--- config.mk ---
export PLATFORM = sky130hd
export DESIGN_NAME = addr_mgmt_pool
export DESIGN_NICKNAME = d
export VERILOG_FILES = /design/src/rtl/addr_mgmt_pool.sv
export SDC_FILE = /design/constraint.sdc
export NUM_CORES = 1
export LEC_CHECK = 0
export ABC_AREA = 1
export BUFFER_PORTS_ARGS = -buffer_cell sky130_fd_sc_hd__buf_2
export CAP_MARGIN = 20
export CORE_MARGIN = 2
export CORE_UTILIZATION = 35
export DETAILED_ROUTE_END_ITERATION = 8
export SLEW_MARGIN = 40
export SYNTH_ARGS = -nofsm -noshare
export SYNTH_HDL_FRONTEND = slang
export SYNTH_SLANG_ARGS = --single-unit
--- constraint.sdc ---
create_clock -name clk -period 3.3 [get_ports clk]
set_input_delay 0.66 -clock clk [delete_from_list [all_inputs] [get_ports clk]]
set_output_delay 0.66 -clock clk [all_outputs]
set_load 0.005 [all_outputs]
--- src/rtl/addr_mgmt_pool.sv ---
// Free-list manager for the data_cache buffer pool: show-ahead allocation of buffer IDs,
// checked release with range and double-free protection, live occupancy and low-watermark.
module addr_mgmt_pool #(
  parameter int unsigned ID_W      = 5,
  parameter int unsigned NUM_ID    = 32,
  parameter int unsigned BLK_SHIFT = 7,
  parameter int unsigned ADDR_W    = 12,
  parameter int unsigned LOW_TH    = 4
) (
  input  logic              clk,
  input  logic              rst_n,
  output logic              init_done,
  output logic              alloc_vld,
  output logic [ID_W-1:0]   alloc_id,
  output logic [ADDR_W-1:0] alloc_waddr,
  input  logic              alloc_req,
  input  logic              free_wr,
  input  logic [ID_W-1:0]   free_id,
  output logic [ADDR_W-1:0] rd_raddr,
  output logic              rd_raddr_wr,
  output logic [ID_W:0]     free_cnt,
  output logic              free_low,
  output logic              err_range,
  output logic              err_dfree
);

  localparam int unsigned PTR_W = (NUM_ID > 1) ? $clog2(NUM_ID) : 1;
  localparam int unsigned CNT_W = ID_W + 1;

  typedef enum logic [0:0] {StInit, StRun} state_e;

  state_e              state_q, state_d;
  logic [ID_W-1:0]     mem_q [NUM_ID];
  logic [PTR_W-1:0]    wr_ptr_q, wr_ptr_d;
  logic [PTR_W-1:0]    rd_ptr_q, rd_ptr_d;
  logic [CNT_W-1:0]    cnt_q, cnt_d;
  logic [NUM_ID-1:0]   used_q, used_d;
  logic                init_done_q, init_done_d;
  logic [ADDR_W-1:0]   rd_raddr_q, rd_raddr_d;
  logic                rd_raddr_wr_q, rd_raddr_wr_d;
  logic                err_range_q, err_range_d;
  logic                err_dfree_q, err_dfree_d;
  logic                free_low_q, free_low_d;

  logic                mem_we;
  logic [ID_W-1:0]     mem_wdata;
  logic                pop, push, rel, in_range, used_bit;

  function automatic logic [PTR_W-1:0] next_ptr(input logic [PTR_W-1:0] p);
    return (32'(p) == NUM_ID - 1) ? '0 : p + 1'b1;
  endfunction

  function automatic logic [ADDR_W-1:0] addr_of(input logic [ID_W-1:0] id);
    return ADDR_W'(id) << BLK_SHIFT;
  endfunction

  assign alloc_vld   = init_done_q && (cnt_q != '0);
  assign alloc_id    = mem_q[rd_ptr_q];
  assign alloc_waddr = addr_of(alloc_id);

  assign pop      = alloc_req && alloc_vld;
  assign rel      = free_wr && init_done_q;
  assign in_range = 32'(free_id) < NUM_ID;
  // Low bits are a safe index only once the ID is known to be in range.
  assign used_bit = in_range ? used_q[free_id[PTR_W-1:0]] : 1'b0;
  assign push     = rel && in_range && used_bit;

  always_comb begin
    state_d       = state_q;
    wr_ptr_d      = wr_ptr_q;
    rd_ptr_d      = rd_ptr_q;
    cnt_d         = cnt_q;
    used_d        = used_q;
    init_done_d   = init_done_q;
    rd_raddr_d    = rd_raddr_q;
    rd_raddr_wr_d = 1'b0;
    err_range_d   = 1'b0;
    err_dfree_d   = 1'b0;
    mem_we        = 1'b0;
    mem_wdata     = '0;
    unique case (state_q)
      StInit: begin
        mem_we           = 1'b1;
        mem_wdata        = ID_W'(wr_ptr_q);
        used_d[wr_ptr_q] = 1'b0;
        wr_ptr_d         = next_ptr(wr_ptr_q);
        cnt_d            = cnt_q + 1'b1;
        if (32'(wr_ptr_q) == NUM_ID - 1) state_d = StRun;
      end
      StRun: begin
        init_done_d = 1'b1;
        if (pop) begin
          rd_ptr_d                         = next_ptr(rd_ptr_q);
          used_d[alloc_id[PTR_W-1:0]]      = 1'b1;
        end
        if (push) begin
          mem_we                           = 1'b1;
          mem_wdata                        = free_id;
          used_d[free_id[PTR_W-1:0]]       = 1'b0;
          wr_ptr_d                         = next_ptr(wr_ptr_q);
          rd_raddr_d                       = addr_of(free_id);
          rd_raddr_wr_d                    = 1'b1;
        end
        err_range_d = rel && !in_range;
        err_dfree_d = rel && in_range && !used_bit;
        cnt_d       = cnt_q + CNT_W'(push) - CNT_W'(pop);
      end
      default: state_d = StInit;
    endcase
    free_low_d = (state_q == StRun) && (32'(cnt_d) <= LOW_TH);
  end

  always_ff @(posedge clk or negedge rst_n) begin
    if (!rst_n) begin
      state_q       <= StInit;
      wr_ptr_q      <= '0;
      rd_ptr_q      <= '0;
      cnt_q         <= '0;
      used_q        <= '1;
      init_done_q   <= 1'b0;
      rd_raddr_q    <= '0;
      rd_raddr_wr_q <= 1'b0;
      err_range_q   <= 1'b0;
      err_dfree_q   <= 1'b0;
      free_low_q    <= 1'b0;
      for (int unsigned i = 0; i < NUM_ID; i++) mem_q[i] <= '0;
    end else begin
      state_q       <= state_d;
      wr_ptr_q      <= wr_ptr_d;
      rd_ptr_q      <= rd_ptr_d;
      cnt_q         <= cnt_d;
      used_q        <= used_d;
      init_done_q   <= init_done_d;
      rd_raddr_q    <= rd_raddr_d;
      rd_raddr_wr_q <= rd_raddr_wr_d;
      err_range_q   <= err_range_d;
      err_dfree_q   <= err_dfree_d;
      free_low_q    <= free_low_d;
      if (mem_we) mem_q[wr_ptr_q] <= mem_wdata;
    end
  end

  assign init_done   = init_done_q;
  assign rd_raddr    = rd_raddr_q;
  assign rd_raddr_wr = rd_raddr_wr_q;
  assign free_cnt    = cnt_q;
  assign free_low    = free_low_q;
  assign err_range   = err_range_q;
  assign err_dfree   = err_dfree_q;

endmodule

==> qor.yml, run 1 <==
status: "finished clean"
postPlaceCellArea_sq_mm: 0.0131
drv_cap: 0
power.share.clock_pct: 28.6
final_cell_mix: "nand2_1 (785), nand3_1 (256), dfrtp_1 (185)"
sw_frac_of_total_pct: 40.9
start_util_pct: 35.5
clk_latency_ns: 0.53
drc: 0
busiest_layer: "met2"
synthCells: 1791
cts_max_level: 1
fin_area_sq_mm: 0.0141
clock-sinks: 218
diodes: 0
use_met1_pct: 28.5
drt_iter0_markers: 1126
nNetsFinal: 1833
start_kind: "flop"
switchingPower_uw: 4290
numCtsBuffers: 26
first_pass_iters: 6
row_count: 69
max_clock_freq_mhz: 313
wl_mm: 37.4
fill_cells: 3746
fp.dieH_um: 193
syn_avg_cell_area_sq_um: 7.01
ys_types: 33
io_pins: 50
cts_tree: "yes"
cts_max_path_buffers: 3
grt_max_degree: 95
final_layout_size_suffix_gt1_share_pct: 9.44
grt_usage_pct: 19.7
pwr-share-comb_pct: 38.7
syn_to_final_growth_pct: 12.1
avgRoutedWirePerCell_um: 16.4
maxSlewHeadroom_pct: 45.3
r2r_cells: 18
grt_pass1_vias: 10721
hold_viol_final: 0
tightest_slew_ns: 0.816
final-setup-viol-count: 0
grtUsageMet3_pct: 2.62
viasPerCell: 5.12
cts.clk_slew.worst_paths_ns: 0.06
globalRouteMet2Util_pct: 30.7
gp_congestion: 0.934
worstPathRequired_ns: 2.64
io_buffers: 34
synth_top_area_share_pct: 37.1
ys_top_cells_by_area: "dfrtp_1 (37%), nand2_1 (24%), nand3_1 (10%)"
die_x_um: 193
synth_warnings: 0
finClkSkew_ns: 0.0140
design.core.area_sq_mm: 0.0354
p_per_area_mw_per_mm2: 746
period_share_pct: 96.7
hold-worst-slack_ns: 0.00204
clockRootBuffer: "clkbuf_16"
critPathMaxFanout: 44
grt_pass1_wl_mm: 59.9
synthesis.area_sq_mm: 0.0125
finalPower_uw: 10500
power_leakage_uw: 0.00713
antenna_found_initial: 0
p_int_uw: 6210
maxSlewViolCount: 0
fin_crit_ns: 3.19
path_class: "reg2out"
endpoint_kind: "output port"
antenna_left: 0
ys_seq_area_share_pct: 43.8
dp_worst_setup_slack_ns: -0.129
rsz0062_at_grt: "false"
hpwlAfterDp_mm: 24.1
fin_tns_setup_ns: 0
die_area_sq_mm: 0.0374
overflow: 0
hold_class: "in2async"
final_common_cell: "nand2_1"
ir_drop_v: 0.000671
timing.final.ws_setup_ns: 0.109
ys_ff_latch: 218
yosys.area.top_type: "dfrtp_1"
dr_total_vias: 11699
arrival_ns: 2.53
hold_buffers: 0
p_seq_share_pct: 32.7
## cell usage after synthesis
| library cell | number |
|---|---|
| buf_4 | 23 |
| nand2_1 | 787 |
| o21bai_1 | 2 |
| o211ai_1 | 26 |
| inv_2 | 4 |
| a22oi_1 | 12 |
| nor2_1 | 109 |
| buf_6 | 19 |
| nand2_2 | 3 |
| fa_1 | 1 |
| ha_1 | 20 |
| a31oi_1 | 1 |
| o21ai_1 | 4 |
| a21oi_1 | 17 |
| or2_2 | 1 |
| inv_1 | 125 |
| o22ai_1 | 2 |
| buf_2 | 37 |
| nand3_1 | 256 |
| dfstp_2 | 32 |
| nor2_4 | 2 |
| nor3_1 | 15 |
| o21ai_0 | 65 |
| conb_1 | 1 |
| dfrtp_1 | 186 |
| buf_1 | 2 |
| clkbuf_1 | 23 |
| nand2_4 | 2 |
| nor2_2 | 6 |
| xnor2_1 | 1 |
| clkinv_1 | 3 |
| xor2_1 | 3 |
| nand3b_1 | 1 |
## per-layer routing
metal	part of all wire, %	vias to the layer above
li1	-	5664
met2	45	424
met1	46	5534
met5	0	-
met3	6.3	77
met4	2.6	0
## flip-flops by register name (all words and copies together), names as in the netlist
signal	count
used_q	32
rd_raddr_wr	1
free_cnt	6
mem_q	160
state_q	1
wr_ptr_q	5
err_dfree	1
init_done	1
rd_ptr_q	5
rd_raddr	5
free_low	1
## power by group through the flow
stage / logic, uW / registers [uW] / clock network [uW]
floorplan: 2730 / 3330 / 0
global placement: 3920 / 3450 / 0
detailed placement: 3930 / 3450 / 0
CTS: 3970 / 3410 / 3070
global route: 4510 / 3460 / 3170
finish: 4070 / 3430 / 3000
## worst paths after layout
| path | from | to | slack, ns |
|---|---|---|---|
| worst max-delay path | rd_ptr_q[1] | alloc_waddr[9] | 0.11 |
| worst min-delay path | rst_n | mem_q[133] | 0.002 |
| worst max register to register | free_cnt[3] | free_low | 0.28 |
| worst min register to register | rd_raddr[10] | rd_raddr[10] | 0.47 |
| max in group asynchronous | rst_n | mem_q[150] | 2.28 |
| min in group clk | free_wr | err_dfree | 0.46 |
## per-stage QoR
stage	util, %	instances
6_report	39.7	2283
5_1_grt	39.7	2283
2_1_floorplan	-	1805
3_5_place_dp	36.9	2231
4_1_cts	39.5	2278
3_3_place_gp	36.9	2231
## area by class of cell
cell class	instances	area, sq um	share of cell area (%)
clock buffer	40	785	5.58
clock inverter	7	114	0.809
inverter	132	510	3.63
multi-input combinational	1351	5960	42.4
sequential	218	5500	39.1
tap	461	577	4.10
timing repair buffer	74	621	4.41
## critical path: stages (launching register included)
cell and delay (ns):
dfrtp_1 0.40, buf_6 0.38, nor2_1 0.12, o21ai_0 0.10, nand3_1 0.13, nand3_1 0.13
nand2_1 0.12, nand2_2 0.23, clkinv_2 0.21, buf_2 0.18
## timing repair
item / in CTS / in global routing
setup endpoints to repair: 8 / 10
resized for setup: 3 / 8
buffers inserted: 0 / 4
gates cloned: 0 / 0
## cells by family after synthesis
group,share of synthesized area [%]
fa+ha+maj,2.15
flops,43.8
xor+xnor,0.279
other cells,0.0299
compound gates,5.97
simple gates,38.5
buf+inv,9.25
Power figures use the tool's default switching activity.
==> run 2, diff against run 1 <==
--- a/config.mk
+++ b/config.mk
@@ -5,7 +5,6 @@
 export SDC_FILE = /design/constraint.sdc
 export NUM_CORES = 1
 export LEC_CHECK = 0
-export ABC_AREA = 1
 export BUFFER_PORTS_ARGS = -buffer_cell sky130_fd_sc_hd__buf_2
 export CAP_MARGIN = 20
 export CORE_MARGIN = 2
==> run 2 against run 1 <==
Via count down 29%. Clock skew up 0.00097 ns. Power increased by 6.5%. Synthesized cell count fell by 46%. First-iteration DRC count down 36%. Worst setup slack got worse by 0.10 ns. Wire length down 14%. Cell count down 34%. Maximum frequency is 3.1% lower.
==> qor.yml, run 2 <==
fin_crit_ns: 3.29  # +0.102 ns
ys_types: 77  # +130%
die_area_sq_mm: 0.0356  # -4.8%
synth_edf_count: 0  # unchanged
avgRoutedWirePerCell_um: 21.2  # +30%
synthCells: 975  # -46%
period_share_pct: 99.8  # +3.1 points
switchingPower_uw: 4080  # -4.8%
hpwlAfterDp_mm: 22.0  # -8.9%
overflow: 0  # unchanged
final-setup-viol-count: 0  # unchanged
grt_pass1_vias: 8441  # -21%
nNetsFinal: 1080  # -41%
pwr-share-comb_pct: 41.4  # +2.7 points
yosys.area.top_type: "dfrtp_1"
synth_top_area_share_pct: 39.0  # +1.9 points
hold_class: "in2async"
final_cell_mix: "dfrtp_1 (184), mux2_2 (175), buf_4 (67)"
gp_congestion: 0.905  # -3.1%
fill_cells: 3206  # -14%
ys_ff_latch: 218  # unchanged
p_seq_share_pct: 32.1  # -0.6 points
antenna_found_initial: 0  # unchanged
start_kind: "flop"
viasPerCell: 5.44  # +6.2%
row_count: 67  # -2.9%
tightest_slew_ns: 0.802  # -0.0133 ns
grt_usage_pct: 18.2  # -1.5 points
power_leakage_uw: 0.00595  # -17%
power.share.clock_pct: 26.5  # -2.1 points
final_cells: 1518  # -34%
largest_register_ffs: 160  # unchanged
drc: 0  # unchanged
synthesis.area_sq_mm: 0.0119  # -4.9%
sw_frac_of_total_pct: 36.5  # -4.3 points
first_pass_iters: 5  # -1
max_clock_freq_mhz: 304  # -3.1%
slowest_delay_ns: 0.55  # +0.15 ns
ys_seq_area_share_pct: 46.0  # +2.2 points
numCtsBuffers: 26  # unchanged
r2r-end: "free_low"
io_buffers: 34  # unchanged
final_layout_size_suffix_gt1_share_pct: 44.3  # +35 points
synth_flop_cell: "dfrtp_1"
clk_latency_ns: 0.54  # about the same
drt_iter0_markers: 722  # -36%
antenna_left: 0  # unchanged
dr_total_vias: 8260  # -29%
diodes: 0  # unchanged
worstPathRequired_ns: 2.64  # about the same
fin_area_sq_mm: 0.0140  # -0.67%
grt_pass1_wl_mm: 50.4  # -16%
maxSlewHeadroom_pct: 46.5  # +1.2 points
cts.clk_slew.worst_paths_ns: 0.06  # about the same
ys_top_cells_by_area: "dfrtp_1 (39%), mux2_2 (17%), dfstp_2 (7.0%)"
hold_viol_final: 0  # unchanged
clockRootBuffer: "clkbuf_16"
ir_drop_v: 0.000397  # -41%
worst_path_most_repeated_cell: "mux4_2"
clock-sinks: 218  # unchanged
p_int_uw: 7100  # +14%
syn_avg_cell_area_sq_um: 12.2  # +75%
synth_warnings: 0  # unchanged
final_util_pct: 41.7  # +1.9 points
start_util_pct: 35.6  # +0.14 points
max_flop_register: "mem_q"
cts_max_path_buffers: 3  # unchanged
status: "finished clean"
final_common_cell: "dfrtp_1"
wl_mm: 32.2  # -14%
rsz0062_at_grt: "true"
p_per_area_mw_per_mm2: 800  # +7.2%
syn_to_final_growth_pct: 17.1
regToRegSetupSlack_ns: 0.24  # -0.04 ns
arrival_ns: 2.63  # +0.10 ns
cp_slowest_cell: "mux4_2"
finClkSkew_ns: 0.0150  # +0.000970 ns
postPlaceCellArea_sq_mm: 0.0127  # -2.8%
fp.dieH_um: 189  # -2.4%
reg2reg_from: "used_q[20]"
design.core.area_sq_mm: 0.0335  # -5.3%
io_pins: 50  # unchanged
grt_max_degree: 80  # -16%
critPathMaxFanout: 6  # -86%
path_class: "reg2out"
endpoint_kind: "output port"
r2r_cells: 16  # -2
maxSlewViolCount: 0  # unchanged
die_x_um: 189  # -2.4%
synth_common_cells: "dfrtp_1 (186), mux2_2 (176), a21oi_1 (52), nand2_1 (52)"
cts_max_level: 1  # unchanged
drv_cap: 0  # unchanged
cts_tree: "yes"
path_cells: "buf_12 > mux4_2 > mux4_2 > o22ai_4 > nor2_4 > buf_2"
placed_cells: 1445  # -35%
yosysMostFrequentCell: "dfrtp_1"
async_flop_share_pct: 100  # unchanged
==> run 2: cell types whose count changed after synthesis, moves of 20 or more <==
cell	before	now
a21oi_1	17	52
o21ai_0	65	20
mux2i_1	0	34
o211ai_1	26	1
nand2_1	787	52
nor2_1	109	28
inv_1	125	34
nand3_1	256	18
buf_2	37	17
mux4_2	0	21
mux2_2	0	176
==> run 2: repair_timing <==
item,in CTS,in global routing
buffers inserted,13,10
gates resized for setup,22,14
hold buffers,0,0
hold endpoints to repair,0,0
pin swaps,7,8
endpoints found under the setup margin,10,11
cloned,1,1
==> run 2: area by class of cell <==
class,instances,area (sq um),share of cell area (%)
Inverter,35,134,0.958
Timing Repair Buffer,116,977,6.99
Tap cell,448,561,4.01
Multi-Input combinational cell,653,5910,42.3
Sequential cell,218,5500,39.4
Clock inverter,13,163,1.16
Clock buffer,35,724,5.18
==> run 2: kinds of logic after synthesis <==
logic type | count (synthesis) | synth area share (%)
muxes | 239 | 25.1
DFF | 218 | 46.0
and+or+nand+nor | 203 | 10.6
AOI/OAI and AO/OA | 167 | 9.88
buffers and inverters | 118 | 5.56
adders and majority gates | 21 | 2.26
xor gates and xnor gates | 8 | 0.587
other | 1 | 0.0314
==> run 2: metrics by stage <==
step | power, uW | setup slack [ns] | setup TNS (ns) | hold WS, ns
after floorplan | 6290 | 0.0146 | 0 | 0.364
after global placement | 7510 | -0.148 | -0.223 | 0.477
after detailed placement | 7570 | -0.240 | -0.492 | 0.479
after CTS | 10900 | -0.0110 | -0.0208 | 0.138
after global routing | 11700 | -0.0533 | -0.237 | 0.153
final | 11200 | 0.00715 | 0 | 0.122
==> run 2: worst max-delay path, delay by kind of cell (launching register included) <==
family | cells | cell delay [ns]
AOI/OAI and AO/OA | 1 | 0.20
buffers and inverters | 2 | 0.29
DFF | 1 | 0.44
muxes | 2 | 1.08
and+or+nand+nor | 1 | 0.09
==> run 2: how the worst max path moves through the flow <==
stage           startpoint        endpoint  slack, ns  cells past startpoint
6_report       rd_ptr_q[1]     alloc_id[0]      0.007                      6
4_1_cts        rd_ptr_q[1]  alloc_waddr[9]      -0.01                      7
3_5_place_dp    free_id[1]        free_low      -0.24                     18
5_1_grt        rd_ptr_q[1]     alloc_id[1]      -0.05                      7
2_1_floorplan   free_id[0]        free_low       0.01                     18
3_3_place_gp    free_id[1]        free_low      -0.15                     16
==> run 2: power groups by stage <==
stage	clock, uW	combinational, uW	sequential, uW
final	2970	4630	3580
after global routing	3140	4970	3640
after CTS	3020	4330	3570
after detailed placement	0	3930	3640
after global placement	0	3870	3640
after floorplan	0	2850	3440
==> run 2: metal layers <==
metal | up-vias | wire length, um | global-route usage (%)
met5 | - | 0 | 0
met3 | 54 | 1520 | 2.68
met2 | 227 | 15300 | 29.1
met1 | 4268 | 14600 | 25.6
met4 | 0 | 793 | 5.35
li1 | 3711 | - | -
